[src/rtl/gene_pkg.sv]
// gene_pkg: base encodings and FSM state type shared by the sequence streamer.
package gene_pkg;
  typedef logic [1:0] base_t;
  localparam base_t BASE_A = 2'b00;
  localparam base_t BASE_C = 2'b01;
  localparam base_t BASE_G = 2'b10;
  localparam base_t BASE_T = 2'b11;
  typedef enum logic [1:0] {IDLE, STREAM, DONE} state_t;
endpackage

[src/rtl/gene_base_buf.sv]
// gene_base_buf: DEPTH x 2-bit base store, synchronous write, asynchronous read.
module gene_base_buf import gene_pkg::*; #(
  parameter int DEPTH = 16,
  parameter int AW = $clog2(DEPTH)
) (
  input  logic          clk,
  input  logic          wr_en,
  input  logic [AW-1:0] wr_addr,
  input  base_t         wr_data,
  input  logic [AW-1:0] rd_addr,
  output base_t         rd_data
);
  base_t mem [DEPTH];
  always_ff @(posedge clk)
    if (wr_en) mem[wr_addr] <= wr_data;
  assign rd_data = mem[rd_addr];
endmodule

[src/rtl/gene_seq_streamer.sv]
// gene_seq_streamer: buffers up to DEPTH bases, then streams them downstream with valid/ready.
module gene_seq_streamer import gene_pkg::*; #(
  parameter int DEPTH = 16,
  parameter int CW = $clog2(DEPTH) + 1
) (
  input  logic          clk,
  input  logic          rst,
  input  logic          wr_en,
  input  logic [1:0]    wr_base,
  input  logic          start,
  input  logic          abort,
  input  logic          base_ready,
  output logic [1:0]    base_out,
  output logic          base_valid,
  output logic          sof,
  output logic          eof,
  output logic          busy,
  output logic          done,
  output logic [CW-1:0] count,
  output logic          overflow
);
  localparam int AW = $clog2(DEPTH);
  localparam logic [CW-1:0] full_cnt = CW'(DEPTH);
  state_t state, state_n;
  logic [CW-1:0] count_n;
  logic [AW-1:0] rd_ptr, rd_ptr_n;
  logic overflow_n, wr, xfer, last;
  base_t rd_data;
  gene_base_buf #(.DEPTH(DEPTH)) u_buf (
    .clk     (clk),
    .wr_en   (wr),
    .wr_addr (count[AW-1:0]),
    .wr_data (wr_base),
    .rd_addr (rd_ptr),
    .rd_data (rd_data)
  );
  assign wr         = state == IDLE && wr_en && count != full_cnt;
  assign base_valid = state == STREAM;
  assign base_out   = base_valid ? rd_data : BASE_A;
  assign last       = CW'(rd_ptr) == count - 1'b1;
  assign sof        = base_valid && rd_ptr == '0;
  assign eof        = base_valid && last;
  assign busy       = state != IDLE;
  assign done       = state == DONE;
  assign xfer       = base_valid && base_ready;
  // abort wins over a simultaneous transfer; count clears on entering DONE
  always_comb begin
    state_n    = state;
    count_n    = count;
    rd_ptr_n   = rd_ptr;
    overflow_n = overflow | (state == IDLE && wr_en && count == full_cnt);
    case (state)
      IDLE: begin
        if (wr) count_n = count + 1'b1;
        if (start) state_n = count_n != '0 ? STREAM : DONE;
      end
      STREAM: begin
        if (abort || (xfer && last)) begin
          state_n  = abort ? IDLE : DONE;
          count_n  = '0;
          rd_ptr_n = '0;
        end else if (xfer) rd_ptr_n = rd_ptr + 1'b1;
      end
      default: state_n = IDLE;
    endcase
  end
  always_ff @(posedge clk or posedge rst)
    if (rst) begin
      state    <= IDLE;
      count    <= '0;
      rd_ptr   <= '0;
      overflow <= 1'b0;
    end else begin
      state    <= state_n;
      count    <= count_n;
      rd_ptr   <= rd_ptr_n;
      overflow <= overflow_n;
    end
endmodule

[config.mk]
export PLATFORM = sky130hd
export DESIGN_NAME = gene_seq_streamer
export DESIGN_NICKNAME = d
export VERILOG_FILES = /design/src/rtl/gene_pkg.sv /design/src/rtl/gene_base_buf.sv /design/src/rtl/gene_seq_streamer.sv
export SDC_FILE = /design/constraint.sdc
export NUM_CORES = 1
export LEC_CHECK = 0
export ABC_AREA = 0
export BUFFER_PORTS_ARGS = -buffer_cell sky130_fd_sc_hd__buf_2
export CAP_MARGIN = 0
export CORE_MARGIN = 1.5
export CORE_UTILIZATION = 54
export DETAILED_ROUTE_END_ITERATION = 7
export GPL_ROUTABILITY_DRIVEN = 0
export PLACE_DENSITY = 0.77
export SKIP_CTS_REPAIR_TIMING = 1
export SYNTH_ARGS = -nofsm -noshare
export SYNTH_HDL_FRONTEND = slang
export SYNTH_SLANG_ARGS = --single-unit
[constraint.sdc]
create_clock -name clk -period 6.3 [get_ports clk]
set_input_delay 0 -clock clk [delete_from_list [all_inputs] [get_ports clk]]
set_output_delay 0 -clock clk [all_outputs]
set_load 0.01 [all_outputs]
# == Word level (Yosys, flattened, before mapping) ==
# Memory sizes are Yosys's and may differ from the RTL's.
# Index checks and enable logic that the tools add are counted.
# op_classes
add_sub_neg,3
multipliers,0
div_mod_pow,0
order_cmp,0
eq_ne,7
shifts,0
n_mux,14
bitwise_logic,1
n_reduce_logical,17
# ops
operator,count
$mux 5,3
$mux 2,5
$pmux 5 s2,1
$mux 4,2
$logic_and 1x1->1,7
$reduce_and 2->1,3
$reduce_bool 2->1,3
$add 5x1->5 const B,1
$eq 4x5->1,1
$eq 5x5->1 const B,1
$ne 5x5->1 const B,1
$reduce_bool 5->1,1
$sub 5x1->5 const B,1
$add 4x1->4 const B,1
$logic_not 4->1,1
$pmux 2 s2,1
$eq 2x1->1 const B,1
$eq 2x2->1 const B,1
$logic_not 2->1,1
$mux 1,2
$ne 2x1->1 const B,1
$ne 2x2->1 const B,1
$logic_or 1x1->1,1
$or 1x1->1,1
# totals
reg_bits,12
latch_bits,0
ramBits,32
romBits,0
output_inout_bits,13
word_cells,47
mem_count,1
# mem_list
memory,depth,width,rd,rd_clocked_by_memory_dff,write_ports,line,text
u_buf.mem,16,2,1,0,1,gene_base_buf.sv:13,base_t mem [DEPTH];

# == Logic depth before layout (Yosys ltp) ==
# Gate-level depths: netlist of the first run.
# logic_depth
word_depth,9
depth_mapped,8
ltp_nobuf,8

# == Cells and area by module ==
# Synthesis of the first run repeated with hierarchy kept, for this count alone.
# hier_totals
cells_unflattened,196
hier_area_um2,2392.3
# modules_own_cells
mod,n_inst,cells_per_inst,area_each_um2,seq_area_each_um2
gene_base_buf,1,76,1340.0,960.9
gene_seq_streamer,1,120,1052.3,300.3

# == Worst setup path before layout of the first run ==
# Ideal clock, no wire load.
# synth_timing
path_type,flip-flop to flip-flop
from,register count[0]
to,register count[0]
setup_time_ns,0.141
arrival_time_ns,2.011
path_slack_ns,4.149
path_stages_with_launch,8
synth_period_minus_slack_ns,2.151
cell_sequence,dfrtp_1 > inv_1 > ha_1 > o21ba_2 > a221oi_1 > o2111ai_1 > a21oi_1 > o22ai_1
# synth_between
elab_chain_cells,6
# synth_rtl
item,line,text
"start, declared",gene_seq_streamer.sv:19,"output logic [CW-1:0] count,"
"start signal, assigned",gene_seq_streamer.sv:75,count <= count_n;
$sub 5x1->5,gene_seq_streamer.sv:40,assign last = CW'(rd_ptr) == count - 1'b1;
$eq 4x5->1,gene_seq_streamer.sv:40,
$logic_and 1x1->1,gene_seq_streamer.sv:58,if (abort || (xfer && last)) begin
$logic_or 1x1->1,gene_seq_streamer.sv:58,
$ne 2x1->1 (no source line),--,
$reduce_and 2->1 (no source line),--,
# Several ways; a longest one is shown, not always the timed one. The select of a mux whose other input is x is not followed.
# A chain may end at the register's enable or synchronous reset.

# == Worst setup path after layout of the first run ==
# layout_timing
from,register rd_ptr[0]
to,output base_out[1]
# layout_between
elab_chain_cells,2
# layout_rtl
item,line,text
"start, declared",gene_seq_streamer.sv:26,"logic [AW-1:0] rd_ptr, rd_ptr_n;"
"start signal, assigned",gene_seq_streamer.sv:76,rd_ptr <= rd_ptr_n;
$mem_v2 16x2,--,
$mux 2,gene_seq_streamer.sv:39,assign base_out = base_valid ? rd_data : BASE_A;
"end, declared",gene_seq_streamer.sv:13,"output logic [1:0] base_out,"
# No other way between the ends.

==> reports/metrics.cfg, run 1 <==
[critical_path]
cp_slowest_cell = dfrtp_1
arrival_ns = 2.47
required_ns = 6.30
start_kind = flop
end_kind = output port
slowest_delay_ns = 0.73
crit_type = reg -> out
cp_max_fo = 14
crit_chain = mux4_1 -> mux4_2 -> and2_1 -> buf_2

[detailed_routing]
wl_met2_microns = 2240
antenna_left = 0
finalWirelength_microns = 4410
wl_per_cell_microns = 18.2
drt-met1-wl_microns = 1900
top_layer = met4
dr_wl_met3_microns = 214
viasPerCell = 6.01
via_count = 1455
drc_errors = 0
drtPass1Iterations = 6
first_iter_violations = 112

[timing]
min_period_ns = 2.47
finalSetupViolCount = 0
rsz0062_at_grt = no
slew_headroom = 0.605
fin_tns_setup_ns = 0
fmax_ghz = 0.405
worstMarginPinSlew_ns = 0.593
hold_violations = 0
drv_slew = 0
min_period_over_period = 0.391
fin_worst_skew_ns = 0.00761

[power]
switchingPower_mw = 0.394
clkPwrFrac = 0.195
pwr-share-comb = 0.382
power.leakage_nw = 1.01
total_power_mw = 1.06
p_int_mw = 0.661
peakVddDrop_uv = 236
powerDensity_nw_per_um2 = 418
seq_power_share = 0.422
switching_share = 0.374

[die]
core.rowCount = 23
coreArea_sq_um = 4030
die_y_microns = 68.1
initial_core_util = 0.568
die-area_sq_um = 4640
ios = 21
die_x_microns = 68.1

[cells_and_area]
mostFrequentLayoutCell = edfxtp_1
instances_no_fill = 242
syn_to_final_growth_pct = 10.3
fin_nets = 206
stdcell_area_sq_um = 2530
n_fill_cell = 323
insertedDiodeCount = 0
layout_common_cells = 32 x edfxtp_1, 20 x buf_2, 15 x and2_1
layout-drive-gt1-share = 0.177

[logic_synthesis]
synth_flop_cell = edfxtp_1
yosysSeqAreaShare = 0.551
synth_edf_count = 32
syn_nets = 186
syn_inst = 171
async_flop_share = 0.273
synthDistinctLibCells = 46
synth_seq_cells = 44
yosysWarnings = 0
synth.avg_cell_area_sq_um = 13.4
syn-cell-area_sq_um = 2290

[clock_tree]
clock-root-buffer = clkbuf_8
cts_buffers = 5
cts_tree = done
clk_pin_slew_worst_paths_ns = 0.08
htreeDepth = 2
clock_latency_ns = 0.30
cts.sinks = 44
ctsLongestPathBuffers = 2

[job]
drv_cap = 0

[global_routing]
grt_max_degree = 17
gr-usage-all-layers = 0.208
grt_pass1_wl_microns = 6720
grt.overflow.total = 0
grt_pass1_vias = 1389
antenna_found_initial = 0

[placed_design]
placedInstanceArea_sq_um = 2400
io_buffers = 20
dp.cells = 232
dp_hpwl_microns = 3050

[run_status]
status = finished clean

[hold_path]
hold_path_class = in -> reg

path summary, 6_finish.rpt:
check	slack [ns]	cells past startpoint	from	end
worst min-delay path	0.06	3	base_ready	rd_ptr[3]
max in group asynchronous	5.69	3	rst	count[1]
worst max register to register	3.85	7	count[0]	count[0]
min in group asynchronous	0.27	3	rst	rd_ptr[2]
worst min register to register	0.48	1	overflow	overflow
worst max-delay path	3.83	4	rd_ptr[0]	base_out[1]
synthesized netlist by cell type (all sizes together) (4+ instances only):
| master | instances | share of area |
|---|---|---|
| inv | 10 | 0.016 |
| nor2 | 8 | 0.013 |
| and3 | 7 | 0.019 |
| nor3 | 6 | 0.013 |
| ha | 7 | 0.038 |
| nand3 | 6 | 0.013 |
| dfrtp | 12 | 0.13 |
| mux4 | 10 | 0.11 |
| nand2 | 4 | 0.0066 |
| xnor2 | 5 | 0.019 |
| edfxtp | 32 | 0.42 |
| and2 | 15 | 0.041 |
| o21ai | 4 | 0.0087 |
| buf | 7 | 0.020 |
| a21oi | 5 | 0.011 |
metrics by stage:
step | util | hold WS (ns) | setup slack (ns)
CTS | 0.622 | -0.285 | 3.81
detailed placement | 0.596 | 0.0411 | 3.91
global route | 0.627 | 0.0825 | 3.69
global placement | 0.596 | 0.0225 | 4.02
floorplan | - | -0.135 | 4.15
finish | 0.627 | 0.0593 | 3.83
worst max-delay path: cells and delay by family (launching register included):
kind / cells / cell delay (ns)
mux: 2 / 1.14
simple gates: 1 / 0.16
flops: 1 / 0.73
buf+inv: 1 / 0.13
layer usage:
metal,vias to the layer above,GRT usage
li1,688,-
met1,710,0.279
met2,52,0.334
met3,5,0.0493
met4,0,0.0750
met5,-,0
area by class of cell:
type | count | area [sq um] | area share
inverter | 10 | 37.5 | 0.0149
clock buffer | 5 | 68.8 | 0.0272
timing repair buffer | 22 | 120 | 0.0475
clock inverter | 3 | 37.5 | 0.0149
tap | 50 | 62.6 | 0.0248
multi-input combinational | 108 | 938 | 0.371
sequential | 44 | 1260 | 0.499
cells by family after synthesis:
kind of cell | synth area share
compound gates | 0.0820
xor+xnor | 0.0268
fa+ha+maj | 0.0382
buf+inv | 0.0393
flops | 0.551
mux | 0.120
simple gates | 0.143
power by group through the flow:
stage	combinational (mW)	clock (mW)	sequential [mW]
2_1_floorplan	0.352	0	0.394
6_report	0.403	0.206	0.446
5_1_grt	0.446	0.221	0.454
3_3_place_gp	0.386	0	0.446
4_1_cts	0.402	0.212	0.445
3_5_place_dp	0.400	0	0.451
registers in the layout, indices dropped and copies added (netlist names):
signal and cells:
state 2, rd_ptr 4, overflow 1, u_buf.mem 32, count 5
Note: power is estimated with default switching activity, not from simulation.
==> inputs of run 2 (changes only) <==
Settings changed: ABC_AREA 0 to 1, PLACE_DENSITY 0.77 to 0.76.
Clock period 6.3 ns to 2.6 ns, I/O delays scaled along.
==> run 2 against run 1 <==
The flow now finishes with violations (negative hold slack). Clock skew is 0.0041 ns lower. Critical path depth is 7 higher. Register-to-register slack worse by 3.1 ns. Highest routed layer unchanged. Clock power grew to 2.5 times the previous value. Combinational power grew to 3.2 times the previous value. Synthesized area is 3.6% higher. Sequential power is 120% higher.
==> reports/metrics.cfg, run 2 <==
[critical_path]
rr_startpoint = count[1]
end_kind = output port
required_ns = 2.60  ; -3.70 ns
rr_worst_depth = 13  ; +6
crit_top_cell = nand2_1
slowest_delay_ns = 0.47  ; -0.26 ns
crit_chain = inv_1 -> ha_1 -> inv_1 -> nand2_1 -> nand2_1 -> nand2_1 -> nand2_1 -> nor2_2 -> nand2_2 -> inv_1 -> buf_2
cp_max_fo = 7  ; -7
arrival_ns = 1.92  ; -0.55 ns
cp_slowest_cell = dfrtp_1
timing.rr.end = count[0]
crit_type = reg -> out
start_kind = flop
regToRegSetupSlack_ns = 0.71  ; -3.14 ns

[job]
drv_cap = 0  ; unchanged

[global_routing]
grt_pass1_vias = 1768  ; +27%
grt.overflow.total = 0  ; unchanged
grt_max_degree = 21  ; +4
grt_pass1_wl_microns = 8450  ; +26%
gr-usage-all-layers = 0.223  ; +0.0151
antenna_found_initial = 0  ; unchanged

[clock_tree]
clock-root-buffer = clkbuf_8
cts_buffers = 5  ; unchanged
htreeDepth = 2  ; unchanged
ctsLongestPathBuffers = 2  ; unchanged
clk_pin_slew_worst_paths_ns = 0.08  ; about the same
cts.sinks = 44  ; unchanged
clock_latency_ns = 0.30  ; about the same
cts_tree = done

[logic_synthesis]
synth_flop_cell = edfxtp_1
yosysSeqAreaShare = 0.532  ; -0.0189
ys_top_cells_by_count = 51 x nand2_1, 45 x nor2_1, 32 x edfxtp_1
async_flop_share = 0.273  ; unchanged
syn-cell-area_sq_um = 2370  ; +3.6%
synthTopCellsByArea = edfxtp_1 41%, dfrtp_1 13%, nand2_1 8.1%
synthDistinctLibCells = 31  ; -33%
yosys.area.top_type = edfxtp_1
synth_edf_count = 32  ; unchanged
syn_inst = 266  ; +56%
synthMostInstantiatedCell = nand2_1
synth.top_cell.area_share = 0.405  ; -0.0144
synth.avg_cell_area_sq_um = 8.91  ; -33%
yosysWarnings = 0  ; unchanged
syn_nets = 281  ; +51%
synth_seq_cells = 44  ; unchanged

[detailed_routing]
first_iter_violations = 148  ; +32%
drc_errors = 0  ; unchanged
drtPass1Iterations = 4  ; -2
antenna_left = 0  ; unchanged
wl_per_cell_microns = 15.0  ; -18%
viasPerCell = 5.50  ; -8.6%
via_count = 1863  ; +28%
finalWirelength_microns = 5080  ; +15%

[placed_design]
io_buffers = 20  ; unchanged
placedInstanceArea_sq_um = 2480  ; +3.5%
dp_hpwl_microns = 3650  ; +20%

[cells_and_area]
stdcell_area_sq_um = 2620  ; +3.5%
largest_reg_flops = 32  ; unchanged
n_fill_cell = 355  ; +9.9%
layout-drive-gt1-share = 0.180  ; +0.00285
mostFrequentLayoutCell = nand2_1
fin_nets = 303  ; +47%
insertedDiodeCount = 0  ; unchanged
syn_to_final_growth_pct = 10.3  ; about the same
layout_common_cells = 51 x nand2_1, 45 x nor2_1, 32 x edfxtp_1
top_register = u_buf.mem
reg_top3 = u_buf.mem x32, count x5, rd_ptr x4

[timing]
finalSetupViolCount = 0  ; unchanged
fin_tns_setup_ns = 0  ; unchanged
fmax_ghz = 0.520
fin_worst_skew_ns = 0.00348  ; -0.00413 ns
hold_violations = 1  ; +1
min_period_ns = 1.92
min_period_over_period = 0.740
drv_slew = 0  ; unchanged
slew_headroom = 0.671  ; +0.0664
whs_ns = -0.0115  ; -0.0709 ns
rsz0062_at_grt = no
worstMarginPinSlew_ns = 0.493  ; -0.0996 ns

[power]
power.leakage_nw = 1.15  ; +13%
total_power_mw = 2.80  ; +170%
powerDensity_nw_per_um2 = 1070  ; +160%
peakVddDrop_uv = 567  ; +140%

[die]
die-area_sq_um = 4800  ; +3.4%
initial_core_util = 0.576  ; +0.00784
die_y_microns = 69.3  ; +1.7%
die_x_microns = 69.3  ; +1.7%
ios = 21  ; unchanged
coreArea_sq_um = 4120  ; +2.1%
core.rowCount = 23  ; unchanged

[run_status]
violations = negative hold slack
status = finished, violations left

[hold_path]
hold_path_class = in -> reg
min_from = abort
worstHoldEndpoint = state[1]
whs_path_depth = 4  ; +1

==> run 2: changes by cell type after synthesis, sizes merged, moves of 14 or more <==
cell	before	now
and2	15	0
inv	10	25
o21ai	4	22
nor2	8	53
nand2	4	59
nand3	6	20
==> run 2: power by group <==
part	internal [mW]	switching (mW)	leakage [nW]
logic	0.438	0.841	0.648
registers	0.854	0.148	0.446
clock network	0.284	0.236	0.0558
total	1.58	1.22	1.15
==> run 2: worst max path at each step <==
stage,depth (start not counted),startpoint,to
finish,11,count[1],eof
global route,13,count[1],count[0]
global placement,10,count[0],count[0]
floorplan,9,count[0],rd_ptr[2]
detailed placement,10,count[0],count[4]
CTS,8,count[0],eof
==> run 2: kinds of logic (layout without fill, tap and decap cells) <==
logic type | Yosys count | count (layout) | synth area share
AOI/OAI and AO/OA | 35 | 35 | 0.0813
DFF | 44 | 44 | 0.532
and+or+nand+nor | 143 | 143 | 0.271
adders and majority gates | 7 | 7 | 0.0369
buffers and inverters | 35 | 58 | 0.0718
xor gates and xnor gates | 2 | 2 | 0.00739
==> run 2: layer usage <==
layer,up-vias,GRT usage,share of wire
li1,929,-,-
met1,883,0.310,0.48
met2,44,0.354,0.46
met3,7,0.0465,0.041
met4,0,0.0719,0.016
met5,-,0,0
==> run 2: area by class of cell <==
type                            count  area [sq um]  area share
Tap cell                           50          62.6      0.0239
Clock inverter                      3          42.5      0.0163
Sequential cell                    44          1260       0.482
Inverter                           26           105      0.0402
Clock buffer                        5          68.8      0.0263
Timing Repair Buffer               24           135      0.0517
Multi-Input combinational cell    187           940       0.359
==> run 2: per-stage QoR <==
stage | worst slack [ns] | hold slack, ns | instances | util
finish | 0.677 | -0.0115 | 339 | 0.635
global placement | 0.796 | 0.0253 | 329 | 0.604
global route | 0.468 | 0.0210 | 339 | 0.635
detailed placement | 0.722 | 0.0301 | 329 | 0.604
CTS | 0.684 | -0.291 | 337 | 0.631
floorplan | 0.862 | -0.135 | 266 | -
==> run 2: worst max-delay path: cells and delay by family (launching register included) <==
| kind | cells | cell delay (ns) |
|---|---|---|
| adder cells (fa/ha/maj) | 1 | 0.23 |
| buffers and inverters | 4 | 0.45 |
| flip-flops | 1 | 0.47 |
| AND/OR/NAND/NOR | 6 | 0.46 |
==> inputs of run 3 (changes only) <==
Settings changed: CORE_UTILIZATION 54 to 53, PLACE_DENSITY 0.76 to 0.78.
Clock period 2.6 ns to 1.75 ns, I/O delays scaled along.
==> run 3 against run 2 <==
The flow finishes with violations (negative setup slack). Hold slack better by 0.052 ns. Clock power grew 19%. Sequential share of layout area shrank 4.6 points. Final area is 11% higher. Critical path depth fell by 4. Critical path type unchanged. Highest routed layer unchanged.
==> reports/metrics.cfg, run 3 (synthesized netlist as in run 2, its figures left out) <==
[cells_and_area]
fin_util = 0.672  ; +0.0364
largest_reg_flops = 32  ; unchanged
n_fill_cell = 334  ; -5.9%
mostFrequentLayoutCell = nand2_1
instances_no_fill = 364  ; +7.4%
top_register = u_buf.mem
fin_nets = 326  ; +7.6%
syn_to_final_growth_pct = 22.5
layout_common_cells = 50 x nand2_1, 39 x nor2_1, 32 x edfxtp_1
reg_top3 = u_buf.mem x32, count x5, rd_ptr x4
layout-drive-gt1-share = 0.314  ; +0.134
insertedDiodeCount = 0  ; unchanged

[timing]
min_period_over_period = 1.02
fin_tns_setup_ns = -0.0311  ; -0.0311 ns
drv_slew = 0  ; unchanged
worstMarginPinSlew_ns = 0.506  ; +0.0131 ns
min_period_ns = 1.78
rsz0062_at_grt = yes
finalSetupViolCount = 1  ; +1
fin_worst_skew_ns = 0.00562  ; +0.00214 ns
setup_slack_ns = -0.0311  ; -0.708 ns
slew_headroom = 0.662  ; -0.00910
fmax_ghz = 0.561
hold_violations = 0  ; -1

[clock_tree]
clock-root-buffer = clkbuf_8
clk_pin_slew_worst_paths_ns = 0.08  ; about the same
cts.sinks = 44  ; unchanged
clock_latency_ns = 0.30  ; about the same
cts_tree = done
htreeDepth = 2  ; unchanged
cts_buffers = 5  ; unchanged
ctsLongestPathBuffers = 2  ; unchanged

[critical_path]
start_kind = flop
cp_slowest_cell = dfrtp_2
crit_type = reg -> out
end_kind = output port
crit_chain = clkbuf_16 -> buf_4 -> o21ai_0 -> o22ai_1 -> o211ai_1 -> a21oi_2 -> buf_2
required_ns = 1.75  ; -0.85 ns
arrival_ns = 1.78  ; -0.14 ns
cp_max_fo = 6  ; -1
slowest_delay_ns = 0.49  ; +0.02 ns

[die]
die_y_microns = 69.9  ; +0.90%
die-area_sq_um = 4880  ; +1.8%
die_x_microns = 69.9  ; +0.90%
initial_core_util = 0.548  ; -0.0278
ios = 21  ; unchanged
core.rowCount = 24  ; +4.3%
coreArea_sq_um = 4320  ; +5.1%

[detailed_routing]
finalWirelength_microns = 5650  ; +11%
wl_per_cell_microns = 15.5  ; +3.7%
via_count = 2026  ; +8.7%
first_iter_violations = 197  ; +33%
drtPass1Iterations = 4  ; unchanged
viasPerCell = 5.57  ; +1.3%
drc_errors = 0  ; unchanged
antenna_left = 0  ; unchanged

[power]
switching_share = 0.441  ; +0.00429
peakVddDrop_uv = 972  ; +71%
clkPwrFrac = 0.133  ; -0.053
pwr-share-comb = 0.555  ; +0.098
switchingPower_mw = 2.06  ; +68%
power.leakage_nw = 1.26  ; +9.3%
powerDensity_nw_per_um2 = 1610  ; +50%
p_int_mw = 2.61  ; +65%
total_power_mw = 4.67  ; +67%
seq_power_share = 0.312  ; -0.046

[hold_path]
hold_path_class = in -> reg

[run_status]
status = finished, violations left
violations = negative setup slack

[global_routing]
grt.overflow.total = 0  ; unchanged
antenna_found_initial = 0  ; unchanged
grt_max_degree = 21  ; unchanged
grt_pass1_vias = 1841  ; +4.1%
gr-usage-all-layers = 0.227  ; +0.00343
grt_pass1_wl_microns = 8760  ; +3.7%

[placed_design]
place_worst_setup_slack_ns = 0.0558  ; -0.666 ns
io_buffers = 20  ; unchanged
dp.cells = 344  ; +4.6%
dp_hpwl_microns = 3820  ; +4.7%

[job]
drv_cap = 0  ; unchanged

==> run 3: per-stage QoR <==
step	hold slack, ns	area (sq um)
2_1_floorplan	-0.135	2370
3_3_place_gp	0.0406	2580
3_5_place_dp	0.0451	2580
4_1_cts	-0.276	2670
5_1_grt	0.0560	2910
6_report	0.0403	2910
==> run 3: critical path: cells and delay by family, from the launching register on <==
kind                   cells  cell delay, ns
flip-flops                 1            0.49
buffers and inverters      3            0.46
AO/OA/AOI/OAI              4            0.54
==> run 3: layout make-up <==
type	instances	area (sq um)	share of cell area
clock inverter	3	18.8	0.00646
clock buffer	5	68.8	0.0237
tap	52	65.1	0.0224
sequential	44	1270	0.436
inverter	26	110	0.0379
timing repair buffer	47	345	0.119
multi-input combinational	187	1030	0.355
==> run 3: path summary, 6_finish.rpt <==
check	startpoint	to	slack, ns	cells after the start
min in group asynchronous	rst	count[0]	0.27	3
max in group asynchronous	rst	rd_ptr[1]	1.11	3
setup reg to reg	count[1]	rd_ptr[2]	0.07	9
hold / removal	base_ready	state[0]	0.04	4
setup / recovery	rd_ptr[0]	base_out[1]	-0.03	7
hold reg to reg	overflow	overflow	0.48	1
==> run 3: power by group through the flow <==
| stage | logic [mW] | registers, mW | clock network, mW |
|---|---|---|---|
| 2_1_floorplan | 1.50 | 1.43 | 0 |
| 3_3_place_gp | 2.12 | 1.45 | 0 |
| 3_5_place_dp | 2.17 | 1.45 | 0 |
| 4_1_cts | 2.18 | 1.42 | 0.625 |
| 5_1_grt | 2.86 | 1.48 | 0.676 |
| 6_report | 2.59 | 1.46 | 0.620 |
==> run 3: layer usage <==
metal	vias up	track usage	wire, microns
li1	975	-	-
met1	962	0.321	2390
met3	13	0.0418	334
met4	0	0.0705	104
met5	-	0	0
met2	76	0.359	2820
